`config.mk`:
```
export PLATFORM = sky130hd
export DESIGN_NAME = bus_arbiter_nm
export DESIGN_NICKNAME = d
export VERILOG_FILES = /design/src/rtl/bus_arbiter_nm.sv
export SDC_FILE = /design/constraint.sdc
export NUM_CORES = 1
export LEC_CHECK = 0
export ABC_AREA = 1
export BUFFER_PORTS_ARGS = -buffer_cell sky130_fd_sc_hd__buf_2
export CAP_MARGIN = 20
export CORE_MARGIN = 4
export CORE_UTILIZATION = 51
export DETAILED_ROUTE_END_ITERATION = 12
export PLACE_DENSITY = 0.75
export SKIP_CTS_REPAIR_TIMING = 1
export SLEW_MARGIN = 20
export SYNTH_ARGS = -nofsm -noshare
export SYNTH_HDL_FRONTEND = slang
export SYNTH_SLANG_ARGS = --single-unit
```
`constraint.sdc`:
```
create_clock -name sys_clk -period 5.5 [get_ports sys_clk]
set_input_delay 0.825 -clock sys_clk [delete_from_list [all_inputs] [get_ports sys_clk]]
set_output_delay 0.825 -clock sys_clk [all_outputs]
set_load 0.005 [all_outputs]
```
`src/rtl/bus_arbiter_nm.sv`:
```
// N-master system-bus arbiter: fixed-priority or round-robin winner selection,
// serial slave-address capture, one-hot grant held until trans_done or watchdog release.
module bus_arbiter_nm #(
    parameter int unsigned NUM_MASTERS    = 4,
    parameter int unsigned SLAVE_ADDR_W   = 2,
    parameter int unsigned RR_MODE        = 1,
    parameter int unsigned TIMEOUT_CYCLES = 256,
    localparam int unsigned MW = (NUM_MASTERS > 2) ? $clog2(NUM_MASTERS) : 1
) (
    input  logic                    sys_clk,
    input  logic                    sys_rst,
    input  logic [NUM_MASTERS-1:0]  m_request,
    input  logic [NUM_MASTERS-1:0]  m_slave_sel,
    input  logic                    trans_done,
    output logic [NUM_MASTERS-1:0]  m_grant,
    output logic [MW-1:0]           bus_grant,
    output logic [SLAVE_ADDR_W-1:0] slave_sel,
    output logic                    arbiter_busy,
    output logic                    bus_busy,
    output logic                    timeout
);

    localparam int unsigned TW = (TIMEOUT_CYCLES > 0) ? $clog2(TIMEOUT_CYCLES + 1) : 1;
    localparam int unsigned CW = $clog2(SLAVE_ADDR_W + 1);
    localparam logic [TW-1:0] WD_LAST  = (TIMEOUT_CYCLES > 0) ? TW'(TIMEOUT_CYCLES - 1) : '0;
    localparam logic [MW-1:0] PTR_RST  = MW'(NUM_MASTERS - 1);
    localparam logic [CW-1:0] CNT_LAST = CW'(SLAVE_ADDR_W);

    typedef enum logic [1:0] {
        ST_IDLE,
        ST_ADDR,
        ST_BUSY
    } state_e;

    state_e                  state_q, state_d;
    logic [NUM_MASTERS-1:0]  m_grant_q, m_grant_d;
    logic [MW-1:0]           bus_grant_q, bus_grant_d;
    logic [SLAVE_ADDR_W-1:0] slave_sel_q, slave_sel_d;
    logic                    arbiter_busy_q, arbiter_busy_d;
    logic                    bus_busy_q, bus_busy_d;
    logic                    timeout_q, timeout_d;
    logic [MW-1:0]           rr_ptr_q, rr_ptr_d;
    logic [CW-1:0]           bit_cnt_q, bit_cnt_d;
    logic [SLAVE_ADDR_W-1:0] addr_sr_q, addr_sr_d;
    logic [TW-1:0]           wd_cnt_q, wd_cnt_d;

    logic [MW-1:0]           search_base;
    logic [MW-1:0]           cand;
    logic [MW-1:0]           win;
    int unsigned             off_s;
    int unsigned             sum_s;

    // Search from the base upward with wrap; iterating offsets high-to-low lets
    // the smallest offset (highest priority) be the last assignment.
    always_comb begin
        search_base = '0;
        cand        = '0;
        win         = '0;
        off_s       = 0;
        sum_s       = 0;
        if (RR_MODE != 0) begin
            search_base = (rr_ptr_q == PTR_RST) ? '0 : rr_ptr_q + MW'(1);
        end
        for (int unsigned k = 0; k < NUM_MASTERS; k++) begin
            off_s = NUM_MASTERS - 1 - k;
            sum_s = 32'(search_base) + off_s;
            if (sum_s >= NUM_MASTERS) begin
                sum_s = sum_s - NUM_MASTERS;
            end
            cand = MW'(sum_s);
            if (m_request[cand]) begin
                win = cand;
            end
        end
    end

    always_comb begin
        state_d        = state_q;
        m_grant_d      = m_grant_q;
        bus_grant_d    = bus_grant_q;
        slave_sel_d    = slave_sel_q;
        arbiter_busy_d = arbiter_busy_q;
        bus_busy_d     = bus_busy_q;
        timeout_d      = 1'b0;
        rr_ptr_d       = rr_ptr_q;
        bit_cnt_d      = bit_cnt_q;
        addr_sr_d      = addr_sr_q;
        wd_cnt_d       = wd_cnt_q;

        unique case (state_q)
            ST_IDLE: begin
                if (|m_request) begin
                    m_grant_d      = '0;
                    m_grant_d[win] = 1'b1;
                    bus_grant_d    = win;
                    rr_ptr_d       = win;
                    addr_sr_d      = SLAVE_ADDR_W'(m_slave_sel[win]);
                    bit_cnt_d      = CW'(1);
                    if (SLAVE_ADDR_W == 1) begin
                        slave_sel_d = addr_sr_d;
                        bus_busy_d  = 1'b1;
                        wd_cnt_d    = '0;
                        state_d     = ST_BUSY;
                    end else begin
                        arbiter_busy_d = 1'b1;
                        state_d        = ST_ADDR;
                    end
                end
            end

            ST_ADDR: begin
                addr_sr_d = (addr_sr_q << 1) | SLAVE_ADDR_W'(m_slave_sel[bus_grant_q]);
                bit_cnt_d = bit_cnt_q + CW'(1);
                if (bit_cnt_d == CNT_LAST) begin
                    slave_sel_d    = addr_sr_d;
                    arbiter_busy_d = 1'b0;
                    bus_busy_d     = 1'b1;
                    wd_cnt_d       = '0;
                    state_d        = ST_BUSY;
                end
            end

            ST_BUSY: begin
                if (trans_done) begin
                    m_grant_d  = '0;
                    bus_busy_d = 1'b0;
                    state_d    = ST_IDLE;
                end else if (TIMEOUT_CYCLES != 0) begin
                    if (wd_cnt_q == WD_LAST) begin
                        m_grant_d  = '0;
                        bus_busy_d = 1'b0;
                        timeout_d  = 1'b1;
                        state_d    = ST_IDLE;
                    end else begin
                        wd_cnt_d = wd_cnt_q + TW'(1);
                    end
                end
            end

            default: begin
                m_grant_d      = '0;
                arbiter_busy_d = 1'b0;
                bus_busy_d     = 1'b0;
                state_d        = ST_IDLE;
            end
        endcase
    end

    always_ff @(posedge sys_clk or negedge sys_rst) begin
        if (!sys_rst) begin
            state_q        <= ST_IDLE;
            m_grant_q      <= '0;
            bus_grant_q    <= '0;
            slave_sel_q    <= '0;
            arbiter_busy_q <= 1'b0;
            bus_busy_q     <= 1'b0;
            timeout_q      <= 1'b0;
            rr_ptr_q       <= PTR_RST;
            bit_cnt_q      <= '0;
            addr_sr_q      <= '0;
            wd_cnt_q       <= '0;
        end else begin
            state_q        <= state_d;
            m_grant_q      <= m_grant_d;
            bus_grant_q    <= bus_grant_d;
            slave_sel_q    <= slave_sel_d;
            arbiter_busy_q <= arbiter_busy_d;
            bus_busy_q     <= bus_busy_d;
            timeout_q      <= timeout_d;
            rr_ptr_q       <= rr_ptr_d;
            bit_cnt_q      <= bit_cnt_d;
            addr_sr_q      <= addr_sr_d;
            wd_cnt_q       <= wd_cnt_d;
        end
    end

    assign m_grant      = m_grant_q;
    assign bus_grant    = bus_grant_q;
    assign slave_sel    = slave_sel_q;
    assign arbiter_busy = arbiter_busy_q;
    assign bus_busy     = bus_busy_q;
    assign timeout      = timeout_q;

endmodule

```
After elaboration in Yosys (flattened, before gate mapping)
Index checks and enable logic that the tools add are counted.
- register bits after elaboration: 27
- input port bits: 11
- output and inout port bits: 11
- word-level logic and storage cells: 108
- add/sub/neg operators: 10
- $lt $le $gt $ge: 11
- equality and inequality tests: 10
- multiplexer cells: 49
- bitwise gates (word level): 4
- reductions and logical operators: 13
- operators with widths (operator ; count):
    9-bit 2-to-1 mux ; 3
    2-bit 2-to-1 mux ; 13
    2-bit by 3-bit less-than comparator with 1-bit output (second input constant) ; 6
    9-bit one-hot mux with 2 select lines ; 1
    1-bit 2-to-1 mux ; 16
    1-bit binary-select mux with 2-bit select ; 6
    4-bit 2-to-1 mux ; 3
    4-bit one-hot mux with 3 select lines ; 1
    3-bit AND reduction ; 4
    9-bit by 1-bit adder with 9-bit output (second input constant) ; 1
    9-bit by 8-bit == test with 1-bit output (second input constant) ; 1
    3-bit greater-or-equal comparator (second input constant) ; 3
    2-bit != test (second input constant) ; 4
    2-bit by 1-bit subtractor with 2-bit output (second input constant) ; 4
    2-bit by 2-bit adder with 3-bit output (second input constant) ; 2
    2-bit == test (second input constant) ; 3
    1-bit one-hot mux with 3 select lines ; 2
    2-bit one-hot mux with 3 select lines ; 1
    2-bit AND reduction ; 3
    2-bit by 1-bit adder with 2-bit output (second input constant) ; 2
    2-bit one-hot mux with 2 select lines ; 1
    4-bit AND reduction ; 1
    2-bit nonzero test ; 2
    4-bit OR reduction ; 1
    11 further kinds ; 13

Logic depth before layout (Yosys ltp)
Gate-level depths: netlist of the first run.
- word-level depth: 17
- depth in mapped cells: 16
- gate-level depth less buffers: 16

Worst setup path after synthesis of the first run
OpenSTA, ideal clock, no wires.
- kind: reg-to-reg
- start: register rr_ptr_q[0]
- end: register addr_sr_q[0]
- setup time: 0.116 ns
- data arrival time: 1.922 ns
- data required time: 5.384 ns
- slack: 3.461 ns
- stages on the path, launching flop included: 15
- buffers on the path: 0
- period minus slack after synthesis: 2.039 ns
- cell sequence: dfstp_2 -> inv_2 -> ha_1 -> inv_1 -> nand2_1 -> nand3_1 -> nand3_2 -> nand2_2 -> nand2_1 -> nand2_4 -> nor2_1 -> nor2_1 -> nand3_1 -> nand2_1 -> nand2_1
- word-level cells in the longest chain between the ends: 15
- elaborated cells on any way between the ends: 34
- classes of those cells: add/sub (8); order compare (4); eq/ne (1); mux (21)
- ends and longest elaborated chain (what ; RTL line ; text):
    start, declared ; 42 ; logic [MW-1:0] rr_ptr_q, rr_ptr_d;
    start signal, assigned ; 170 ; rr_ptr_q <= rr_ptr_d;
    2-bit by 1-bit adder with 2-bit output or 2-bit == test (tied branches) ; 62 ; search_base = (rr_ptr_q == PTR_RST) ? '0 : rr_ptr_q + MW'(1);
    2-bit 2-to-1 mux (*) ; 62 ;
    2-bit by 2-bit adder with 3-bit output ; 66 ; sum_s = 32'(search_base) + off_s;
    3-bit greater-or-equal comparator or 2-bit by 1-bit subtractor with 2-bit output (tied branches) ; 67, 68 ;
    2-bit 2-to-1 mux ; 67 ; if (sum_s >= NUM_MASTERS) begin
    1-bit binary-select mux with 2-bit select ; 71 ; if (m_request[cand]) begin
    1-bit 2-to-1 mux (not written as such) ; 71 ;
    2-bit 2-to-1 mux (3 in a row) ; 71 ;
    2-bit 2-to-1 mux (*) ; 71 ;
    1-bit binary-select mux with 2-bit select (*) ; 97 ; addr_sr_d = SLAVE_ADDR_W'(m_slave_sel[win]);
    1-bit 2-to-1 mux (not written as such) (*) ; 97 ;
    1-bit 2-to-1 mux (*) ; 92 ; if (|m_request) begin
    1-bit one-hot mux with 2 select lines (*) ; 90 ; unique case (state_q)
    end signal, assigned ; 172 ; addr_sr_q <= addr_sr_d;
    end, declared ; 44 ; logic [SLAVE_ADDR_W-1:0] addr_sr_q, addr_sr_d;
Mark *: on every way between the ends. The rest lies on a longest branch, timed or not. The select of a mux whose other input is x is not followed.
A chain may end at the register's enable or synchronous reset.

Worst setup path after layout of the first run
Ends and elaborated chain as after synthesis.

==> results of run 1 <==
[per-layer routing]
layer | part of all wire (%) | vias to the layer above | global-route usage [%]
met5 | 0 | - | 0
met4 | 0.69 | 0 | 2.90
met3 | 6.0 | 4 | 4.22
met2 | 40 | 35 | 22.4
met1 | 53 | 576 | 25.2
li1 | - | 698 | -
[cell usage after synthesis (2+ instances only)]
cell type / count
nor3_1: 4
nand2_1: 44
dfrtp_1: 25
o21ai_0: 16
a21oi_1: 8
nor2_2: 2
o31ai_1: 3
nand2_2: 15
nand3_2: 5
nor2_4: 2
inv_2: 9
inv_1: 21
nand2_4: 4
nand3_1: 9
ha_1: 5
dfstp_2: 2
nor2_1: 10
nor4_1: 3
[final timing paths]
check	slack (ns)	from	to
min in group sys_clk	0.50	rr_ptr_q[1]$_DFFE_PN1P_	rr_ptr_q[1]$_DFFE_PN1P_
setup reg to reg	3.21	rr_ptr_q[0]$_DFFE_PN1P_	addr_sr_q[0]$_DFFE_PN0P_
hold / removal	0.47	sys_rst	wd_cnt_q[2]$_DFFE_PN0P_
max in group asynchronous	4.64	sys_rst	addr_sr_q[0]$_DFFE_PN0P_
hold reg to reg	0.50	rr_ptr_q[1]$_DFFE_PN1P_	rr_ptr_q[1]$_DFFE_PN1P_
setup / recovery	3.21	rr_ptr_q[0]$_DFFE_PN1P_	addr_sr_q[0]$_DFFE_PN0P_
[cells in the final DEF (no fill, tap or decap), types with 8 or more instances in the layout]
cell     netlist  layout
nand2_1       44      44
dfrtp_1       25      25
inv_1         21      21
buf_2          0      21
o21ai_0       16      16
nand2_2       15      15
nor2_1        10      10
inv_2          9       9
nand3_1        9       9
a21oi_1        8       8
[state kept, by name, indices dropped and copies added (netlist names)]
signal        count
bus_grant         2
bit_cnt_q         2
wd_cnt_q          9
slave_sel         2
bus_busy          1
m_grant           4
state_q           2
timeout           1
arbiter_busy      1
addr_sr_q         1
rr_ptr_q          2
[metrics by stage]
step | utilization, % | worst slack (ns) | hold WS, ns | instance area (µm²)
after floorplan | - | 3.46 | 0.449 | 1620
after global placement | 58.3 | 3.28 | 0.459 | 1780
after detailed placement | 58.3 | 3.25 | 0.473 | 1780
after CTS | 59.2 | 3.21 | 0.485 | 1810
after global routing | 59.2 | 3.06 | 0.476 | 1810
final | 59.2 | 3.21 | 0.466 | 1810
[worst register-to-register path: cells and delay by family, from the launching register on]
| family | cells | cell delay (ns) |
|---|---|---|
| adder cells (fa/ha/maj) | 1 | 0.38 |
| buffers and inverters | 2 | 0.29 |
| flip-flops | 1 | 0.63 |
| AND/OR/NAND/NOR | 11 | 0.89 |
[cell families (layout without fill, tap and decap cells)]
logic type	count (synthesis)	in the layout	synth area share [%]
and+or+nand+nor	105	105	36.0
DFF	27	27	41.9
buffers and inverters	32	57	7.64
AOI/OAI and AO/OA	31	31	10.7
adders and majority gates	5	5	3.86
[layout make-up]
type | instances | area [µm²]
clock buffers | 3 | 22.5
clock inverters | 1 | 5.00
fillers | 299 | 1240
inverters | 32 | 124
multi-input cells | 141 | 818
flip-flops and latches | 27 | 678
well taps | 44 | 55.1
repair buffers | 21 | 105
[power groups by stage]
stage | logic [mW] | registers (mW) | clock network (mW)
2_1_floorplan | 0.580 | 0.325 | 0
3_3_place_gp | 0.730 | 0.331 | 0
3_5_place_dp | 0.734 | 0.332 | 0
4_1_cts | 0.738 | 0.328 | 0.0861
5_1_grt | 0.831 | 0.340 | 0.0977
6_report | 0.736 | 0.328 | 0.0821
==> flow_summary.ini, run 1 <==
[power_and_ir_drop]
total_leakage_power_nw = 0.925
seqPwrFrac_pct = 28.6
ir_worst_vdd_v = 0.000300
p_clk_share_pct = 7.2
power.total_mw = 1.15
p_per_area_nw_per_um2 = 634
switching_share_pct = 51.1
combPwrFrac_pct = 64.2
p_int_mw = 0.560
p_sw_mw = 0.586

[yosys]
synth_top_area_cell = dfrtp_1
yosysWarningCount = 0
syn_area_per_cell_um2 = 8.10
ys_types = 31
ys_async_sr_fraction_pct = 100
netlist_area_um2 = 1620
ys_seq_area_share_pct = 41.9
synth_area_leaders = dfrtp_1 (39%), nand2_1 (10%), nand2_2 (5.8%)
synth_nets = 216
netlist_instances = 200
synth_ff_type = dfrtp_1
synth_top_area_share_pct = 38.6
ys_seq_elements = 27
synth-edff-count = 0

[placed_design]
gp_congestion = 0.842
hpwl_um = 2440
placed_cells = 265
io_buffers = 21

[critical_path]
cpPeakStageDelay_ns = 0.63
cp_cell_sequence = inv_2, ha_1, inv_1, nand3_1, nand2_1, nand3_2, nand2_2, nand2_1, nand2_4, nor2_1, nor2_1, nand3_1, nand2_1, nand2_1
required_ns = 5.71
slowest_stage = dfstp_2
crit_fanout = 7
cp-end-kind = register
cp-start-kind = register
crit_top_cell = nand2_1
reg2regPathDepth = 14
crit_type = reg2reg
critical_path.top_delay_family = simple AND/OR/NAND/NOR gates
cp_num_cells = 14
crit_buf_inv = 2
cp_data_arrival_time_ns = 2.51

[cells_and_area]
nets = 242
diodes = 0
drive_above_1_share_pct = 31.6
finalNonFillerCells = 269
area_growth_pct = 11.6

[route]
dr.pass1.iters = 4
drc = 0
drtAntennaViolNets = 0
drt-total-wl_um = 3050
viasPerCell = 4.88
initialDrtViolationCount = 93
drt-wirelength-per-cell_um = 11.3
vias = 1313

[timing]
timing.final.max_slew_violations = 0
max_slew_margin_pct = 62.2
final_hold_viol_count = 0
skew_ns = 0.0163
worstMarginPinSlew_ns = 0.566
tns_ns = 0
period_share_pct = 41.7
rsz0062_at_grt = false
period_needed_ns = 2.29
max_freq_mhz = 436
setup_viol = 0

[cts]
cts_tree = done
clockBufferDepth = 2
cts_buffers = 3
cts.sinks = 27
cts_root_buf = clkbuf_4
cts.htree.levels = 1
worstSkewPairLatency_ns = 0.32
path_clk_slew_ns = 0.14

[global_routing]
grt_max_degree = 28
grt_use_total_pct = 16.1
grt_pass1_vias = 1190
overflow = 0
grt_pass1_wl_um = 5290
antenna_found_initial = 0

[floorplanning]
core_area_um2 = 3050
initial_core_util_pct = 53.1
design.die.area_um2 = 4140
fp.dieW_um = 64.4
row_count = 20
io_pins = 22
die_y_um = 64.4

[min_path]
hp-class = in2async

[run_status]
status = finished, final reports clean

[flow_run]
drv_cap = 0
Note: power is estimated with default switching activity, not from simulation.
==> run 2: changes to the inputs <==
--- a/config.mk
+++ b/config.mk
@@ -5,7 +5,7 @@
 export SDC_FILE = /design/constraint.sdc
 export NUM_CORES = 1
 export LEC_CHECK = 0
-export ABC_AREA = 1
+export ABC_AREA = 0
 export BUFFER_PORTS_ARGS = -buffer_cell sky130_fd_sc_hd__buf_2
 export CAP_MARGIN = 20
 export CORE_MARGIN = 4
==> constraint.sdc (replaced) <==
create_clock -name sys_clk -period 2.3 [get_ports sys_clk]
set_input_delay 0.345 -clock sys_clk [delete_from_list [all_inputs] [get_ports sys_clk]]
set_output_delay 0.345 -clock sys_clk [all_outputs]
set_load 0.005 [all_outputs]
==> run 2 against run 1 <==
  * The flow now finishes with violations (negative hold slack, negative setup slack)
  * Global-route usage rose by 2.5 points
  * Utilization rose by 8.0 points
  * Combinational power rose to 2.6 times the previous value
  * Fmax fell by 6.6%
  * Largest cell class unchanged
  * Largest power group unchanged
  * Highest routed layer unchanged
==> flow_summary.ini, run 2 <==
[floorplanning]
die_y_um = 63.0
initial_core_util_pct = 54.6
fp.dieW_um = 63.0
design.die.area_um2 = 3970
core_area_um2 = 2830
row_count = 19
io_pins = 22

[global_routing]
grt_pass1_vias = 1357
grt_max_degree = 28
antenna_found_initial = 0
grt_use_total_pct = 18.7
overflow = 0
grt_pass1_wl_um = 6000

[timing]
rsz0062_at_grt = true
worst_slack_ns = -0.156
period_needed_ns = 2.46
worstMarginPinSlew_ns = 0.584
timing.final.max_slew_violations = 0
tns_ns = -0.300
max_freq_mhz = 407
final_hold_viol_count = 10
period_share_pct = 107
fin_hold_ws_ns = -0.00446
setup_viol = 5
skew_ns = 0.00720
max_slew_margin_pct = 61.1

[cts]
cts_buffers = 3
path_clk_slew_ns = 0.14
worstSkewPairLatency_ns = 0.32
cts.sinks = 27
cts_root_buf = clkbuf_4
clockBufferDepth = 2
cts_tree = done
cts.htree.levels = 1

[yosys]
synth_ff_type = dfrtp_1
synth_area_leaders = dfrtp_1 (40%), nand2_1 (6.3%), o21ai_0 (4.9%)
ys_types = 43
synth_nets = 184
netlist_instances = 168
ys_async_sr_fraction_pct = 100
netlist_area_um2 = 1550
ys_seq_area_share_pct = 43.9
synth-edff-count = 0
synth_top_area_share_pct = 40.5
synth_top_area_cell = dfrtp_1
syn_area_per_cell_um2 = 9.20
ys_seq_elements = 27
synth_common_cells = nand2_1 (26), dfrtp_1 (25), nor2_1 (15), o21ai_0 (15), inv_1 (8)
yosysWarningCount = 0
yosysMostFrequentCell = nand2_1

[placed_design]
postPlaceCellArea_um2 = 1790
io_buffers = 21
post-place-ws_ns = -0.144
gp_congestion = 0.800
hpwl_um = 2610
placed_cells = 228

[critical_path]
cp-end-kind = register
cp_data_arrival_time_ns = 2.71
reg2regPathDepth = 9
cp_cell_sequence = inv_2, ha_4, buf_6, nor3_1, or4_1, a211oi_2, mux2i_2, mux2_4, a31oi_4
cp_num_cells = 9
cpPeakStageDelay_ns = 0.59
required_ns = 2.55
slowest_stage = dfstp_2
crit_type = reg2reg
crit_fanout = 5
crit_buf_inv = 2
cp-start-kind = register
critical_path.top_delay_family = flip-flops

[route]
drt-wirelength-per-cell_um = 14.7
drtAntennaViolNets = 0
dr.pass1.iters = 4
initialDrtViolationCount = 63
drc = 0
vias = 1379
drt-total-wl_um = 3450
viasPerCell = 5.87

[cells_and_area]
finalNonFillerCells = 235
top_register = wd_cnt_q
seq_area_um2 = 678
final_cell_mix = dfrtp_1 (25), nand2_1 (24), buf_2 (21)
finish.utilization_pct = 67.2
multi_input_area_um2 = 872
layout_commonest_cell = dfrtp_1
diodes = 0
nets = 221
area_growth_pct = 23.0
drive_above_1_share_pct = 34.3
fin_area_um2 = 1900
largest_reg_flops = 9
fillCellCount = 220

[power_and_ir_drop]
power.total_mw = 2.86
p_per_area_nw_per_um2 = 1500
ir_worst_vdd_v = 0.00100
total_leakage_power_nw = 0.886

[flow_run]
drv_cap = 0

[run_status]
status = complete, but fails checks
violations = negative hold slack, negative setup slack

[min_path]
hp-class = in2async
==> run 2: cell types whose count changed after synthesis, sizes merged, moves of 3 or more <==
| cell | change |
|---|---|
| nand2 | -38 |
| inv | -23 |
| nand3 | -10 |
| buf | +5 |
| mux2i | +5 |
| o21a | +4 |
| xor2 | +4 |
| clkbuf | +3 |
| nor3 | -3 |
| nor4b | +3 |
| o31ai | -3 |
| or3 | +3 |
==> run 2: path summary, 6_finish.rpt <==
path	from	slack, ns	endpoint
setup / recovery	rr_ptr_q[0]$_DFFE_PN1P_	-0.16	addr_sr_q[0]$_DFFE_PN0P_
hold / removal	sys_rst	-0.004	arbiter_busy$_DFFE_PN0P_
setup reg to reg	rr_ptr_q[0]$_DFFE_PN1P_	-0.16	addr_sr_q[0]$_DFFE_PN0P_
hold reg to reg	bit_cnt_q[0]$_DFFE_PN0P_	0.49	bit_cnt_q[0]$_DFFE_PN0P_
max in group asynchronous	sys_rst	1.91	rr_ptr_q[1]$_DFFE_PN1P_
min in group sys_clk	trans_done	0.19	timeout$_DFF_PN0_
==> run 2: cells by family after synthesis <==
| logic type | count (synthesis) | synth area share [%] |
|---|---|---|
| buffers and inverters | 16 | 5.10 |
| adder cells (fa/ha/maj) | 5 | 4.05 |
| AO/OA/AOI/OAI | 41 | 17.0 |
| flip-flops | 27 | 43.9 |
| AND/OR/NAND/NOR | 67 | 21.3 |
| XOR/XNOR | 4 | 2.27 |
| multiplexers | 8 | 6.40 |
==> run 2: per-layer routing <==
layer	vias to the layer above	global-route usage (%)	routed length [µm]
met5	-	0	0
met4	0	4.96	55
met2	39	30.2	1690
met3	9	4.86	185
li1	667	-	-
met1	664	24.7	1520
==> run 2: layout make-up <==
| type | count | share of cell area, % |
|---|---|---|
| Multi-Input combinational cell | 125 | 45.9 |
| Sequential cell | 27 | 35.7 |
| Timing Repair Buffer | 40 | 13.2 |
| Tap cell | 31 | 2.04 |
| Inverter | 8 | 1.71 |
| Clock buffer | 3 | 1.18 |
| Clock inverter | 1 | 0.263 |
==> run 2: power breakdown <==
group          internal [mW]  total, mW  switching (mW)  leakage, nW
registers              0.643      0.780           0.138        0.343
clock network         0.0652      0.198           0.132       0.0177
logic                  0.946       1.88           0.935        0.525
